==> config.mk <==
export PLATFORM = sky130hd
export DESIGN_NAME = sprite_motion_ctl
export DESIGN_NICKNAME = d
export VERILOG_FILES = /design/src/rtl/sprite_motion_ctl.sv
export SDC_FILE = /design/constraint.sdc
export NUM_CORES = 1
export LEC_CHECK = 0
export BUFFER_PORTS_ARGS = -buffer_cell sky130_fd_sc_hd__clkbuf_2
export CORE_MARGIN = 1.5
export CORE_UTILIZATION = 50
export DETAILED_ROUTE_END_ITERATION = 10
export GPL_TIMING_DRIVEN = 1
export PLACE_DENSITY = 0.72
export RECOVER_POWER = 25
export SYNTH_ARGS = -nofsm -noshare
export SYNTH_HDL_FRONTEND = slang
export SYNTH_SLANG_ARGS = --single-unit
==> constraint.sdc <==
create_clock -name clk -period 3.7 [get_ports clk]
set_clock_uncertainty 0.1 [all_clocks]
set_input_delay 0 -clock clk [delete_from_list [all_inputs] [get_ports clk]]
set_output_delay 0 -clock clk [all_outputs]
set_load 0.02 [all_outputs]
==> src/rtl/sprite_motion_ctl.sv <==
// Frame-rate sprite march controller: steps horizontally every FRAME_DIV frames,
// drops and reverses at the side limits, and stops once it reaches the bottom limit.
module sprite_motion_ctl #(
    parameter int unsigned RECT_WIDTH  = 32,
    parameter int unsigned RECT_HEIGHT = 32,
    parameter int unsigned X_START     = 64,
    parameter int unsigned Y_START     = 64,
    parameter int unsigned X_MIN       = 0,
    parameter int unsigned X_MAX       = 1024,
    parameter int unsigned Y_MAX       = 768,
    parameter int unsigned STEP_X      = 8,
    parameter int unsigned STEP_Y      = 16,
    parameter int unsigned FRAME_DIV   = 30
) (
    input  logic        clk,
    input  logic        rst_n,
    input  logic        enable,
    input  logic        restart,
    input  logic        vblnk,
    output logic [11:0] xpos,
    output logic [11:0] ypos,
    output logic        anim_frame,
    output logic        dir_left,
    output logic        landed,
    output logic        step_strobe
);

    if (X_START + RECT_WIDTH > X_MAX || X_START < X_MIN || Y_START + RECT_HEIGHT > Y_MAX
        || FRAME_DIV < 1) begin : g_bad_params
        $fatal(1, "sprite_motion_ctl: illegal start position or FRAME_DIV");
    end

    localparam int unsigned CW = (FRAME_DIV > 1) ? $clog2(FRAME_DIV) : 1;
    localparam logic [CW-1:0] CNT_LAST = CW'(FRAME_DIV - 1);

    localparam logic [12:0] SX13   = 13'(STEP_X);
    localparam logic [12:0] SY13   = 13'(STEP_Y);
    localparam logic [12:0] RW13   = 13'(RECT_WIDTH);
    localparam logic [12:0] RH13   = 13'(RECT_HEIGHT);
    localparam logic [12:0] XMIN13 = 13'(X_MIN);
    localparam logic [12:0] XMAX13 = 13'(X_MAX);
    localparam logic [12:0] YMAX13 = 13'(Y_MAX);
    localparam logic [11:0] SX12   = 12'(STEP_X);
    localparam logic [11:0] SY12   = 12'(STEP_Y);
    localparam logic [11:0] XST12  = 12'(X_START);
    localparam logic [11:0] YST12  = 12'(Y_START);
    localparam logic [11:0] YLAND  = 12'(Y_MAX - RECT_HEIGHT);

    typedef enum logic [1:0] {StMoveR, StMoveL, StLanded} state_e;

    state_e        state_q, state_d;
    logic [CW-1:0] cnt_q, cnt_d;
    logic          vblnk_q, tick_q, tick_d;
    logic [11:0]   xpos_q, xpos_d, ypos_q, ypos_d;
    logic          anim_q, anim_d, dir_q, dir_d, landed_q, landed_d, strobe_q, strobe_d;
    logic          advance, step, descend;
    logic [12:0]   x13, y13;

    assign x13 = {1'b0, xpos_q};
    assign y13 = {1'b0, ypos_q};

    always_comb begin
        state_d  = state_q;
        cnt_d    = cnt_q;
        xpos_d   = xpos_q;
        ypos_d   = ypos_q;
        anim_d   = anim_q;
        dir_d    = dir_q;
        landed_d = landed_q;
        strobe_d = 1'b0;
        descend  = 1'b0;
        // Registered edge detect gives the two-clock vblnk-to-output latency.
        tick_d   = vblnk & ~vblnk_q;
        advance  = tick_q & enable & (state_q != StLanded);
        step     = advance & (cnt_q == CNT_LAST);

        if (advance) begin
            cnt_d = step ? '0 : cnt_q + 1'b1;
        end

        if (step) begin
            strobe_d = 1'b1;
            anim_d   = ~anim_q;
            case (state_q)
                StMoveR: begin
                    if (x13 + SX13 + RW13 <= XMAX13) begin
                        xpos_d = xpos_q + SX12;
                    end else begin
                        descend = 1'b1;
                        state_d = StMoveL;
                        dir_d   = 1'b1;
                    end
                end
                StMoveL: begin
                    if (x13 >= XMIN13 + SX13) begin
                        xpos_d = xpos_q - SX12;
                    end else begin
                        descend = 1'b1;
                        state_d = StMoveR;
                        dir_d   = 1'b0;
                    end
                end
                default: ;
            endcase
            if (descend) begin
                if (y13 + SY13 + RH13 < YMAX13) begin
                    ypos_d = ypos_q + SY12;
                end else begin
                    ypos_d   = YLAND;
                    state_d  = StLanded;
                    landed_d = 1'b1;
                end
            end
        end

        // vblnk_q keeps sampling through restart so a high vblnk cannot fake an edge.
        if (restart) begin
            state_d  = StMoveR;
            cnt_d    = '0;
            xpos_d   = XST12;
            ypos_d   = YST12;
            anim_d   = 1'b0;
            dir_d    = 1'b0;
            landed_d = 1'b0;
            strobe_d = 1'b0;
            tick_d   = 1'b0;
        end
    end

    always_ff @(posedge clk or negedge rst_n) begin
        if (!rst_n) begin
            state_q  <= StMoveR;
            cnt_q    <= '0;
            vblnk_q  <= 1'b0;
            tick_q   <= 1'b0;
            xpos_q   <= XST12;
            ypos_q   <= YST12;
            anim_q   <= 1'b0;
            dir_q    <= 1'b0;
            landed_q <= 1'b0;
            strobe_q <= 1'b0;
        end else begin
            state_q  <= state_d;
            cnt_q    <= cnt_d;
            vblnk_q  <= vblnk;
            tick_q   <= tick_d;
            xpos_q   <= xpos_d;
            ypos_q   <= ypos_d;
            anim_q   <= anim_d;
            dir_q    <= dir_d;
            landed_q <= landed_d;
            strobe_q <= strobe_d;
        end
    end

    assign xpos        = xpos_q;
    assign ypos        = ypos_q;
    assign anim_frame  = anim_q;
    assign dir_left    = dir_q;
    assign landed      = landed_q;
    assign step_strobe = strobe_q;

endmodule

## After elaboration in Yosys (flattened, before gate mapping)

Cells that the tools add are included.

| word-level totals | value |
|---|---|
| register bits after elaboration | 37 |
| bits of input ports | 5 |
| output and inout port bits | 28 |
| word-level logic and storage cells | 81 |

| operators by class | value |
|---|---|
| $add $sub $neg | 8 |
| order comparisons | 3 |
| equal/unequal tests | 8 |
| muxes and demuxes | 37 |
| bitwise logic cells | 6 |
| reduce and logical (&&, ||, !) cells | 9 |

Operators by type and width:

| kind | count |
|---|---|
| $mux W12 | 8 |
| $add A13 B6 Y13 const B | 2 |
| $pmux W12 S2 | 1 |
| $mux W1 | 16 |
| $mux W5 | 3 |
| $add A12 B4 Y13 const B | 1 |
| $add A12 B5 Y13 const B | 1 |
| $le A13 B11 Y1 const B | 1 |
| $lt A13 B10 Y1 const B | 1 |
| $add A12 B4 Y12 const B | 1 |
| $add A12 B5 Y12 const B | 1 |
| $ge A12 B4 Y1 const B | 1 |
| $mux W2 | 6 |
| $ne A3 B3 Y1 const B | 4 |
| $sub A12 B4 Y12 const B | 1 |
| $reduce_and A4 Y1 | 2 |
| $reduce_bool A2 Y1 | 3 |
| $add A5 B1 Y5 const B | 1 |
| $eq A5 B5 Y1 const B | 1 |
| $and A1 B1 Y1 | 4 |
| $ne A2 B2 Y1 const B | 2 |
| $pmux W1 S2 | 2 |
| $pmux W2 S2 | 1 |
| $reduce_and A3 Y1 | 1 |
| 5 further kinds | 6 |

## Longest topological paths before layout

| depth | value |
|---|---|
| word-level depth | 9 |
| gate-level depth with buffers | 9 |
| gate-level depth less buffers | 8 |

## Worst setup path before layout

Ideal clock, no wire load.

| timing path | value |
|---|---|
| kind | register to register |
| start | register xpos_q[3], in the netlist xpos[3] |
| end | register ypos_q[4], in the netlist ypos[4] |
| setup time | 120 ps |
| data arrival time | 2350 ps |
| setup slack | 1130 ps |
| stages on the path, launching flop included | 8 |
| buffers on the path | 0 |
| period minus slack after synthesis | 2570 ps |
| cell sequence | dfrtp_1 > inv_1 > ha_1 > o32a_1 > or3_1 > o311a_2 > and2b_1 > a31o_1 |

| between the ends | value |
|---|---|
| cells in the longest elaborated chain, start to end | 8 |
| elaborated cells between the ends (all ways) | 10 |

RTL lines:

| item | line | text |
|---|---|---|
| start, declared | 54 | `logic [11:0] xpos_q, xpos_d, ypos_q, ypos_d;` |
| start signal, assigned | 147 | `xpos_q <= xpos_d;` |
| $add A12 B4 Y13 | 86 | `if (x13 + SX13 + RW13 <= XMAX13) begin` |
| $add A13 B6 Y13 | 86 |  |
| $le A13 B11 Y1 | 86 |  |
| $mux W1 | 86 |  |
| $pmux W1 S2 * | 84 | `case (state_q)` |
| $mux W1 * | 81 | `if (step) begin` |
| $reduce_bool A2 Y1 (no source line) * | n/a |  |
| $reduce_and A2 Y1 (no source line) * | n/a |  |
| end signal, assigned | 148 | `ypos_q <= ypos_d;` |
| end, declared | 54 |  |

Mark *: on every way between the ends. The rest lies on a longest branch, timed or not. The select of a mux whose other input is x is not followed.
A chain may end at the register's enable or synchronous reset.

## Worst setup path in the final report

Ends and elaborated chain as after synthesis.

==> results.yml <==
placed_design:
  dp_hpwl_um: 2960
  port_buffers: 25
  place_congestion: 0.806
cts:
  post_cts_resized: 0
  cts_tree: "done"
  htree_levels: 2
  cts_setup_buffers: 0
  clock_latency_ns: 0.28
  numCtsBuffers: 5
  clock_sinks: 30
  cts-root-buf: "clkbuf_8"
  clkTransAtPathRegs_ns: 0.07
  cts.path.max_buffers: 2
synth:
  yosysSeqAreaShare_pct: 38.5
  synthSimpleGateAreaFrac_pct: 25.3
  synth_mux_area_share_pct: 2.75
  synthAdderAreaFrac_pct: 3.84
  synth_edf_count: 0
  synth_seq_cells: 30
  synthXorXnorAreaFrac_pct: 1.79
  yosysTopAreaCell: "dfrtp_1"
  synth_top_family_by_area: "simple AND/OR/NAND/NOR gates"
  ys_warn_count: 0
  post_synth_instance_area_um2: 1950
  ys.flop_type: "dfrtp_1"
  synth_area_per_cell_um2: 9.05
  synth_compound_area_share_pct: 20.0
  yosysTopAreaCellShare_pct: 35.9
  synth_area_leaders: "dfrtp_1 36%, nor2_1 4.6%, ha_1 3.8%"
  synth_cells: 216
  synth.distinct_cells: 64
  async_flop_share_pct: 100
timing:
  hold_viol: 0
  slew_violations: 31
  fin_tns_setup_ns: 0
  setup_viol_count_final: 0
  rsz0062_at_grt: "no"
  max_clock_freq_mhz: 366
  tightest_slew_ns: 1.60
  timing.slew.headroom_pct: -6.67
  period_needed_ns: 2.73
  final.period_utilization_pct: 73.8
global_routing:
  grt_pass1_wl_um: 7200
  grt_use_total_pct: 21.8
  grt_overflow: 0
  grt_max_degree: 31
  antenna_found_initial: 0
  first_global_vias: 1526
outcome:
  violations: "capacitance limit, slew limit"
  run_status: "finished with violations"
drt:
  first_pass_iters: 5
  wl_um: 4190
  antenna_left: 0
  vias_per_cell: 5.91
  drc: 0
  post_drt_wl_per_cell_um: 14.5
  vias: 1701
  drt_iter0_drc: 118
cells_and_area:
  drive_gt1_share_pct: 15.8
  n_antenna_cell: 0
  final_common_cell: "dfrtp_1"
  final_nets: 250
  fin_util_pct: 57.9
  syn2layout_area_growth_pct: 10.1
  final_cell_mix: "28 x dfrtp_1, 24 x nor2_1, 17 x clkbuf_2"
floorplan:
  core_area_um2: 3720
  die_w_um: 65.5
  die-height_um: 65.5
  io_pins: 33
  initial_core_util_pct: 52.6
  rows: 22
  die-area_um2: 4290
pwr:
  p_leak_nw: 0.909
  vdd_drop_max_v: 0.000215
  powerDensity_nw_per_um2: 292
worst_setup_path:
  cp-start-kind: "flop"
  worstPathRequired_ns: 3.78
  setup.worst_path.end_class: "flop"
  criticalPathCategory: "flop to flop"
  r2r_start: "xpos[3]"
  worstPathMaxFanout: 12
  cp.arrival_ns: 2.81
  startpoint: "xpos[3]"
worst_hold_path:
  hp-start: "enable"
  hp-class: "input pin to flop"
flow_run:
  max_cap_violations: 1
==> kinds of logic after synthesis <==
| logic type | count (synthesis) |
|---|---|
| and+or+nand+nor | 91 |
| AOI/OAI and AO/OA | 52 |
| DFF | 30 |
| buffers and inverters | 27 |
| adders and majority gates | 6 |
| muxes | 5 |
| xor gates and xnor gates | 4 |
| other | 1 |
==> worst paths after layout <==
kind | endpoint | cells after the start | slack [ns]
min in group asynchronous | state_q[1] | 2 | 0.55
worst min-delay path | step_strobe | 3 | 0.01
worst min register to register | tick_q | 1 | 0.30
worst max-delay path | ypos[4] | 7 | 0.97
worst max register to register | ypos[4] | 7 | 0.97
max in group asynchronous | xpos[3] | 2 | 2.01
==> layout make-up <==
class,instances,area (um^2)
multi-input cells,165,1070
flip-flops and latches,30,753
inverters,10,37.5
clock buffers,8,90.1
well taps,48,60.1
fillers,341,1570
repair buffers,27,135
==> registers in the layout, summed over array words and instances (netlist names) <==
name / count
step_strobe: 1
landed: 1
vblnk_q: 1
dir_left: 1
tick_q: 1
state_q: 2
xpos: 9
ypos: 8
anim_frame: 1
cnt_q: 5
==> critical path, stage by stage, from the launching register on <==
cell and delay (ns):
dfrtp_1 0.49, inv_1 0.11, ha_1 0.35, o32a_1 0.30, or3_1 0.35, o311a_2 0.46, and2b_1 0.24, a31o_1 0.23
==> repair_timing <==
item                       CTS  global route
hold endpoints to repair    30             0
setup endpoints to repair    0             0
hold buffers                 2             0
==> cell usage after synthesis (5+ instances only) <==
library cell  number
ha_1               6
nand3_1            8
inv_1              9
nor3_1             8
nor2_1            24
buf_4              8
a21oi_1            9
dfrtp_1           28
o21ai_0            5
clkbuf_1           5
nand2b_1           5
nand2_1           14
==> routing by layer <==
metal | wire (um) | global-route usage [%] | up-vias
met1 | 2000 | 29.8 | 840
met3 | 123 | 5.65 | 5
met2 | 2010 | 33.8 | 29
li1 | - | - | 827
met4 | 55 | 7.03 | 0
met5 | 0 | 0 | -
==> report_power, final <==
group	switching [W]	leakage [nW]	internal (W)
registers	0.000000671	0.409	0.000330
clock network	0.000118	0.0455	0.000151
logic	0.0000221	0.454	0.00000528
total	0.000141	0.909	0.000486
==> stage by stage <==
stage	cell area (um^2)	std cells	power (W)	setup slack, ns	hold slack [ns]
3_3_place_gp	2050	278	0.000363	1.05	0.00168
2_1_floorplan	1980	222	0.000357	1.13	-0.396
5_1_grt	2150	288	0.000658	0.810	0.0559
3_5_place_dp	2050	278	0.000363	0.971	0.00460
4_1_cts	2160	288	0.000634	0.976	0.0104
6_report	2150	288	0.000627	0.969	0.0143
(Power assumes the default switching activity.)
